File: config.mk
export PLATFORM = sky130hd
export DESIGN_NAME = vgm_ay_sequencer
export DESIGN_NICKNAME = d
export VERILOG_FILES = /design/src/rtl/vgm_ay_sequencer.sv
export SDC_FILE = /design/constraint.sdc
export NUM_CORES = 1
export LEC_CHECK = 0
export CAP_MARGIN = 15
export CORE_MARGIN = 5
export CORE_UTILIZATION = 50
export CTS_BUF_LIST = sky130_fd_sc_hd__clkbuf_8 sky130_fd_sc_hd__clkbuf_16
export DETAILED_ROUTE_END_ITERATION = 16
export PLACE_DENSITY = 0.7
export SETUP_SLACK_MARGIN = 0.3
export SYNTH_ARGS = -nofsm -noshare
export SYNTH_HDL_FRONTEND = slang
export SYNTH_SLANG_ARGS = --single-unit
File: constraint.sdc
create_clock -name in_clk -period 2.8 [get_ports in_clk]
set_input_delay 0.56 -clock in_clk [delete_from_list [all_inputs] [get_ports in_clk]]
set_output_delay 0.56 -clock in_clk [all_outputs]
set_load 0.02 [all_outputs]
File: src/rtl/vgm_ay_sequencer.sv
// vgm_ay_sequencer: VGM byte-stream decoder driving AY/YM2149 register writes, paced by 44.1 kHz sample waits.
// Optional VGM_SHORT_WAIT_EN: opcodes 0x70..0x7F become 1..16-sample waits.
module vgm_ay_sequencer #(
  parameter int unsigned SAMPLE_DIV = 567
) (
  input  logic       in_clk,
  input  logic       in_rst,
  input  logic [7:0] in_data,
  input  logic       in_valid,
  output logic       out_ready,
  output logic [3:0] out_reg,
  output logic [7:0] out_val,
  output logic       out_wr,
  output logic       out_done,
  output logic       out_err
);
  typedef enum logic [2:0] {S_OPCODE, S_ARG0, S_ARG1, S_WRITE, S_WAIT, S_DONE, S_ERROR} state_t;
  localparam logic [15:0] DIV_MAX = 16'(SAMPLE_DIV - 1);
  state_t      state_q, state_d;
  logic        is_wr_q, is_wr_d;
  logic [7:0]  addr_q, addr_d;
  logic [15:0] cnt_q, cnt_d;
  logic [15:0] div_q, div_d;
  logic [3:0]  reg_q, reg_d;
  logic [7:0]  val_q, val_d;
  logic        acc;
  always_ff @(posedge in_clk or posedge in_rst) begin
    if (in_rst) begin
      state_q <= S_OPCODE;
      is_wr_q <= 1'b0;
      addr_q  <= '0;
      cnt_q   <= '0;
      div_q   <= '0;
      reg_q   <= '0;
      val_q   <= '0;
    end else begin
      state_q <= state_d;
      is_wr_q <= is_wr_d;
      addr_q  <= addr_d;
      cnt_q   <= cnt_d;
      div_q   <= div_d;
      reg_q   <= reg_d;
      val_q   <= val_d;
    end
  end
  assign acc = in_valid && out_ready;
  always_comb begin
    state_d = state_q;
    is_wr_d = is_wr_q;
    addr_d  = addr_q;
    cnt_d   = cnt_q;
    div_d   = div_q;
    reg_d   = reg_q;
    val_d   = val_q;
    case (state_q)
      S_OPCODE: if (acc) begin
        is_wr_d = in_data == 8'hA0;
        div_d   = '0;
        case (in_data)
          8'hA0, 8'h61: state_d = S_ARG0;
          8'h62: begin cnt_d = 16'd735; state_d = S_WAIT; end
          8'h63: begin cnt_d = 16'd882; state_d = S_WAIT; end
          8'h66: state_d = S_DONE;
`ifdef VGM_SHORT_WAIT_EN
          default: if (in_data[7:4] == 4'h7) begin
            cnt_d   = {12'd0, in_data[3:0]} + 16'd1;
            state_d = S_WAIT;
          end else state_d = S_ERROR;
`else
          default: state_d = S_ERROR;
`endif
        endcase
      end
      S_ARG0: if (acc) begin
        addr_d  = in_data;
        state_d = S_ARG1;
      end
      S_ARG1: if (acc) begin
        // Register value is latched with the strobe so both appear on the same edge.
        if (is_wr_q && addr_q[7:4] == 4'h0) begin
          reg_d = addr_q[3:0];
          val_d = in_data;
        end
        cnt_d   = {in_data, addr_q};
        state_d = is_wr_q ? S_WRITE : S_WAIT;
      end
      S_WRITE: state_d = S_OPCODE;
      S_WAIT: if (cnt_q == 16'd0) state_d = S_OPCODE;
        else if (div_q == DIV_MAX) begin
          div_d = '0;
          cnt_d = cnt_q - 16'd1;
        end else div_d = div_q + 16'd1;
      S_DONE:  state_d = S_DONE;
      S_ERROR: state_d = S_ERROR;
      default: state_d = S_OPCODE;
    endcase
  end
  always_comb begin
    out_ready = state_q inside {S_OPCODE, S_ARG0, S_ARG1};
    out_wr    = state_q == S_WRITE && addr_q[7:4] == 4'h0;
    out_done  = state_q == S_DONE;
    out_err   = state_q == S_ERROR;
    out_reg   = reg_q;
    out_val   = val_q;
  end
endmodule
======== Word-level counts from Yosys, hierarchy flattened ========
Cells that the tools add are included.
storage, ports and cells
  register bits after elaboration ......... 56
  input port bits ......................... 11
  output and inout bits ................... 16
  logic and storage cells ................. 62
cells by class
  $add $sub $neg .......................... 2
  equality and inequality tests ........... 19
  mux-type cells .......................... 17
  reduce and logical (&&, ||, !) cells .... 17
operators by type and width
  operator                                                               number
  16-bit 2-to-1 mux                                                      7
  16-bit one-hot mux with 2 select lines                                 2
  16-bit one-hot mux with 3 select lines                                 1
  8-bit by 7-bit == test with 1-bit output (second input constant)       4
  3-bit one-hot mux with 6 select lines                                  1
  16-bit by 1-bit adder with 16-bit output (second input constant)       1
  16-bit by 10-bit == test with 1-bit output (second input constant)     1
  16-bit logical NOT                                                     1
  16-bit by 1-bit subtractor with 16-bit output (second input constant)  1
  3-bit 2-to-1 mux                                                       5
  2-bit != test (second input constant)                                  6
  3-bit == test (second input constant)                                  3
  3-bit one-hot mux with 3 select lines                                  1
  8-bit == test (second input constant)                                  1
  3-bit by 2-bit == test with 1-bit output (second input constant)       2
  3-bit AND reduction                                                    2
  6-bit AND reduction                                                    1
  3-bit nonzero test                                                     2
  4-bit logical NOT                                                      1
  2-bit AND reduction                                                    2
  4-bit AND reduction                                                    1
  2-bit OR reduction                                                     2
  3-bit by 1-bit == test with 1-bit output (second input constant)       1
  1-bit logical AND                                                      3
  3 further kinds                                                        3

======== Logic depth before layout (Yosys ltp) ========
Gate-level depths: netlist of run 1.
  depth after elaboration ................. 5
  depth in mapped cells ................... 9
  depth with buffers taken out ............ 7

======== Least setup slack after synthesis of run 1 ========
OpenSTA, ideal clock, no wires.
  path type ............................... input-to-reg
  start ................................... input port in_data[2]
  end ..................................... register cnt_q[12]
  setup time .............................. 0.080 ns
  data arrival time ....................... 2.109 ns
  required time ........................... 2.720 ns
  slack ................................... 0.611 ns
  stages on the path ...................... 7
  path buffers ............................ 2
  path through ............................ or4b_4 o31ai_1 a21oi_2 or2_1 buf_6 buf_6 o22ai_2
on the way
  cells in the longest elaborated chain, start to end .. 3
  elaborated cells on any way between the ends .. 4
  those cells by class .................... 3 x eq/ne; 1 x reduce/logical
ends and longest elaborated chain
  what                                                         line  text
  start, declared                                              8     input logic [7:0] in_data,
  8-bit by 7-bit == test with 1-bit output                     59    case (in_data)
  3-bit by 1-bit != test with 1-bit output (no source line) *  n/a
  6-bit AND reduction (no source line) *                       n/a
  end signal, assigned                                         40    cnt_q <= cnt_d;
  end, declared                                                22    logic [15:0] cnt_q, cnt_d;
Every way passes the cells marked *; elsewhere a longest branch is shown, timed or not.
A chain may end at the register's enable or synchronous reset.

======== Worst setup path after layout of run 1 ========
  start ................................... register state_q[2]
  end ..................................... output port out_done
on the way
  cells in the longest elaborated chain, start to end .. 1
ends and longest elaborated chain
  what                    line  text
  start, declared         19    state_t state_q, state_d;
  start signal, assigned  37    state_q <= state_d;
  3-bit == test           101   out_done = state_q == S_DONE;
  end, declared           14    output logic out_done,
Every way passes these cells.

==> summary.md, run 1 <==
| Metric | Value |
|---|---|
| Met3 wire length | 336 µm |
| Worst-path clk slew | 0.10 ns |
| Antenna Nets Post-Route | 0 |
| Cell Chain, Critical Path | buf_4 > nor2b_1 > and2_1 > clkdlybuf4s50_1 |
| CP max FO | 14 |
| Largest family of logic cells by synthesized area | simple AND/OR/NAND/NOR gates |
| CP endpoint kind | primary output |
| Largest registers | cnt_q x16, div_q x16 |
| PnR worst setup slack | 0.3670 ns |
| Register area share after synthesis | 0.4372 |
| Number of global-route vias before repair | 2676 |
| Synth async-reset ratio | 1.000 |
| # nets final | 395 |
| Status | finished clean |
| Routed vias | 2764 |
| Number of port buffers | 26 |
| Mapped Area | 0.003206 mm² |
| Actual slew at the worst max-slew pin | 0.6324 ns |
| Main flop type after synthesis | dfrtp_1 |
| Post-synthesis register bit count | 56 |
| Chip width | 90.07 µm |
| Grt total ovfl | 0 |
| Commonest non-fill, non-tap cell in the layout | dfrtp_1 |
| Clock skew | 0.005353 ns |
| Hpwl dp | 5826 µm |
| Worst Hold End | out_val[0] |
| # hold bufs at CTS | 0 |
| RSZ-0062 raised after global routing | yes |
| Clock Latency Late Sink | 0.31 ns |
| Final period util | 0.8689 |
| Setup TNS | 0 ns |
| Mapped Nets | 355 |
| Hold Path Class | flop to flop |
| Synth Area per Inst | 9.401 µm² |
| XOR/XNOR Fraction of Synth Area | 0 |
| Root Buffer | clkbuf_8 |
| Core ar. | 0.006277 mm² |
| Required @ worst endpoint | 2.24 ns |
| Num CTS Buffers | 5 |
| R2R setup slack | 0.53 ns |
| Fillers | 554 |
| Hold Path Stages | 1 |
| Max-Cap Viols | 0 |
| Clk sinks | 56 |
| Largest net degree at the start of global routing | 32 |
| CP max stage cell | clkdlybuf4s50_1 |
| Total Wirelength | 8016 µm |
| Vias per cell | 6.022 |
| Commonest non-fill, non-tap cells in the layout | 55 x dfrtp_1, 32 x o21ai_1, 25 x clkdlybuf4s50_1, 24 x nor2_1, 23 x buf_4 |
| DP Worst Slack | 0.02134 ns |
| Tot GR Track Use | 0.1974 |
| CP top delay family | buffers and inverters |
| Final Hold Fails | 0 |
| Antenna fix cells | 0 |
| Simple-gate share of the synthesized area | 0.2307 |
| Compound-cell area share of the yosys netlist | 0.2037 |
| Highest metal used | met4 |
| Post-CTS Repair Setup Buffers | 0 |
| Met2 wire length | 4018 µm |
| CTS tree | built |
| Worst-case clock buffer depth | 2 |
| Max Freq | 411.0 MHz |
| Multi-input logic area | 0.001662 mm² |
| Routed wire per std cell | 17.46 µm |
| Max IR drop VDD | 752.0 µV |
| Critical path buffer and inverter count | 2 |
| Metal-1 WL | 3564 µm |
| Leak | 1.573 nW |
| Critical Path Source Type | flop |
| Minimum clock period after layout | 2.433 ns |
| Initial DRT Pass Iterations | 4 |
| Adder-cell share of the synthesized area | 0.01171 |
| EDFF count, synth | 0 |
| Layout cells sized above 1 | 0.1806 |
| Mux contribution to synthesized area | 0.07026 |
| Hold Path Origin | out_val[0] |
| Reg2Reg Depth | 6 |
| Gpl congestion | 0.9117 |
| Worst reg2reg endpoint | cnt_q[0] |
| R2r startpoint | cnt_q[7] |
| Cells after Synth | 341 |
| Die area | 0.008113 mm² |
| Top-level port count | 27 |
| Initial Utilization | 0.5107 |
| DRC Markers | 0 |
| Slew Limit Fails | 0 |
| Crit path DAT | 1.87 ns |
| # H-tree levels | 2 |
| Synth warnings | 0 |
| Setup violators final | 0 |
| Initial antenna violation count | 0 |
| Peak per-stage delay on the critical path | 0.59 ns |
| WS Path Type | flop to primary output |
| Std cell rows | 29 |
| Slew HR | 0.5752 |
| Die height | 90.07 µm |
| Power Density | 847.4 mW/mm² |
| First-pass GRT wire length | 13360 µm |
| Drt initial violations | 258 |
| Netlist cell types | 55 |
| Area growth syn-to-layout | 18.81% |
| Storage cell area | 0.001403 mm² |
==> cell families (layout without fill, tap and decap cells) <==
group	count (synthesis)	in the layout
AOI/OAI and AO/OA	100	100
adders and majority gates	3	3
buffers and inverters	34	75
DFF	56	56
muxes	20	20
and+or+nand+nor	128	128
==> synthesized netlist by cell type, types with 11 or more instances <==
cell | number | area (µm²)
clkbuf_1 | 11 | 41.29
nor2_1 | 24 | 90.09
o21ai_1 | 32 | 160.2
nand2_1 | 18 | 67.56
o31ai_1 | 12 | 90.09
nor3_1 | 21 | 105.1
mux2_2 | 16 | 180.2
dfrtp_1 | 56 | 1401
a21oi_1 | 16 | 80.08
inv_1 | 16 | 60.06
nand3_1 | 13 | 65.06
==> where the power goes <==
part	internal, mW	switching (mW)
logic	0.605	0.903
clock network	0.270	0.274
registers	0.967	0.209
total	1.84	1.39
==> stage by stage <==
| stage | hold WS, ns | power, mW | utilization | instances | cell area, µm² |
|---|---|---|---|---|---|
| after floorplan | 0.4563 | 2.220 | - | 341 | 3206 |
| after global placement | 0.4715 | 2.639 | 0.5872 | 451 | 3686 |
| after detailed placement | 0.4850 | 2.680 | 0.5872 | 451 | 3686 |
| after CTS | 0.5097 | 3.226 | 0.6055 | 459 | 3801 |
| after global routing | 0.5165 | 3.457 | 0.6067 | 459 | 3809 |
| final | 0.4978 | 3.228 | 0.6067 | 459 | 3809 |
==> timing repair <==
item | in CTS | in global routing
setup endpoints to repair | 1 | 16
endpoints found under the hold margin | 0 | 0
gates resized for setup | 1 | 3
gates cloned | 0 | 0
==> layer usage <==
layer  GRT usage  up-vias
met5           0        -
met4     0.04467        0
met3     0.02922       10
met2      0.3348       68
met1      0.2668     1328
li1            -     1358
==> area by class of cell <==
class                   count  area share
clock inverters             3     0.01248
flip-flops and latches     56      0.3683
well taps                  77     0.02530
repair buffers             51      0.1239
multi-input cells         251      0.4363
inverters                  16     0.01577
clock buffers               5     0.01807
==> how the worst max path moves through the flow <==
| stage | startpoint | depth (start not counted) | end |
|---|---|---|---|
| finish | state_q[2] | 4 | out_done |
| CTS | state_q[1] | 3 | out_done |
| global placement | in_data[2] | 7 | cnt_q[3] |
| floorplan | in_data[2] | 7 | cnt_q[12] |
| global route | state_q[2] | 4 | out_done |
| detailed placement | in_data[2] | 7 | cnt_q[3] |
Note: power is estimated with default switching activity, not from simulation.
==> inputs of run 2 (changes only) <==
SETUP_SLACK_MARGIN = 0.15   (was 0.3)
==> run 2 against run 1 <==
Net effect: wire length fell by 0.26%; critical endpoint unchanged; worst hold slack about the same; critical path depth shrank 1; highest routed layer unchanged; critical path type unchanged; global-route usage is the same; largest power group unchanged; combinational power about the same; die area is the same; clock skew barely moved; non-clock buffer count unchanged; register-to-register slack got worse by 0.13 ns; sequential power about the same; clock power hardly changed.
==> summary.md, run 2 (synthesized netlist as in run 1, its figures left out) <==
| Metric | Value |
|---|---|
| Root Buffer | clkbuf_8 |
| Post_cts resized | 1 (unchanged) |
| Clock Latency Late Sink | 0.31 ns (about the same) |
| Final period util | 0.8875 (+0.01852) |
| Final Hold Fails | 0 (unchanged) |
| WS Path Type | flop to primary output |
| Power, Total | 3.224 mW (-0.10%) |
| Final worst hold slack | 0.4978 ns (-0.00006300 ns) |
| Hpwl dp | 5826 µm (unchanged) |
| Initial DRT Pass Iterations | 5 (+1) |
| Post-CTS Repair Setup Buffers | 0 (unchanged) |
| Minimum clock period after layout | 2.485 ns (+0.05186 ns) |
| Top-level port count | 27 (unchanged) |
| Number of global-route vias before repair | 2676 (unchanged) |
| Commonest non-fill, non-tap cell in the layout | dfrtp_1 |
| Core ar. | 0.006277 mm² (unchanged) |
| Total Wirelength | 7995 µm (-0.26%) |
| Gpl congestion | 0.9117 (unchanged) |
| Setup TNS | 0 ns (unchanged) |
| DRC Markers | 0 (unchanged) |
| Slew HR | 0.5287 (-0.04644) |
| Drt initial violations | 266 (+3.1%) |
| Number of port buffers | 26 (unchanged) |
| PnR worst setup slack | 0.3151 ns (-0.05186 ns) |
| Largest registers | cnt_q x16, div_q x16 |
| Layout cells sized above 1 | 0.1728 (-0.007853) |
| CP max FO | 18 (+4) |
| RSZ-0062 raised after global routing | no |
| Routed wire per std cell | 17.42 µm (-0.26%) |
| # nets final | 395 (unchanged) |
| # hold bufs at CTS | 0 (unchanged) |
| Antenna Nets Post-Route | 0 (unchanged) |
| Largest net degree at the start of global routing | 32 (unchanged) |
| Power Density | 848.2 mW/mm² (about the same) |
| Hold Path Class | flop to flop |
| Layout Utilization | 0.6055 (-0.001196) |
| Chip width | 90.07 µm (unchanged) |
| Std cell rows | 29 (unchanged) |
| First-pass GRT wire length | 13360 µm (unchanged) |
| Tot GR Track Use | 0.1974 (unchanged) |
| Worst-path clk slew | 0.10 ns (about the same) |
| Clock skew | 0.004947 ns (-0.0004058 ns) |
| Clk sinks | 56 (unchanged) |
| Vias per cell | 6.129 (+1.8%) |
| Critical Path Source Type | flop |
| Initial antenna violation count | 0 (unchanged) |
| Crit path DAT | 1.92 ns (+0.05 ns) |
| Worst-case clock buffer depth | 2 (unchanged) |
| CP endpoint kind | primary output |
| Slew Limit Fails | 0 (unchanged) |
| Num CTS Buffers | 5 (unchanged) |
| Actual slew at the worst max-slew pin | 0.7069 ns (+0.07452 ns) |
| Max-Cap Viols | 0 (unchanged) |
| Grt total ovfl | 0 (unchanged) |
| Die area | 0.008113 mm² (unchanged) |
| Required @ worst endpoint | 2.24 ns (about the same) |
| CTS tree | built |
| Initial Utilization | 0.5107 (unchanged) |
| Setup violators final | 0 (unchanged) |
| Commonest non-fill, non-tap cells in the layout | 56 x dfrtp_1, 32 x o21ai_1, 25 x clkdlybuf4s50_1, 24 x nor2_1, 23 x buf_4 |
| Max IR drop VDD | 756.1 µV (+0.54%) |
| # H-tree levels | 2 (unchanged) |
| Area growth syn-to-layout | 18.58% |
| Leak | 1.573 nW (about the same) |
| Antenna fix cells | 0 (unchanged) |
| Die height | 90.07 µm (unchanged) |
| Max Freq | 402.4 MHz (-2.1%) |
| Status | finished clean |
| Routed vias | 2813 (+1.8%) |
| DP Worst Slack | 0.02134 ns (unchanged) |
-- run 2: area by class of cell --
class                   count  area (µm²)
flip-flops and latches     56        1401
multi-input cells         251        1655
clock inverters             3       47.55
clock buffers               5       68.82
inverters                  16       60.06
well taps                  77       96.34
fillers                   548        2476
repair buffers             51       471.7
-- run 2: path summary, 6_finish.rpt --
kind / from / endpoint / slack (ns) / depth (start not counted)
max in group asynchronous: in_rst / cnt_q[10] / 1.74 / 3
worst max-delay path: state_q[1] / out_done / 0.32 / 3
worst max register to register: state_q[1] / div_q[2] / 0.40 / 5
min in group asynchronous: in_rst / out_val[3] / 0.55 / 2
worst min-delay path: out_val[0] / out_val[0] / 0.50 / 1
worst min register to register: out_val[0] / out_val[0] / 0.50 / 1
-- run 2: metal layers --
metal / part of all wire / track usage / wire length (µm)
met1: 0.44 / 0.2668 / 3485
met2: 0.50 / 0.3348 / 3982
met3: 0.054 / 0.02922 / 429
met4: 0.012 / 0.04467 / 97
met5: 0 / 0 / 0
-- run 2: critical path: stages, from the launching register on --
cell,delay [ns]
dfrtp_1,0.58
nor2b_1,0.29
and2_1,0.15
clkdlybuf4s50_1,0.59
-- run 2: report_power, final --
part / internal [mW] / switching, mW
Sequential: 0.965 / 0.210
Combinational: 0.603 / 0.904
Clock: 0.270 / 0.273
Total: 1.84 / 1.39
-- run 2: stage by stage --
stage	instances	instance area (µm²)
after floorplan	341	3206
after global placement	451	3686
after detailed placement	451	3686
after CTS	459	3801
after global routing	459	3801
final	459	3801
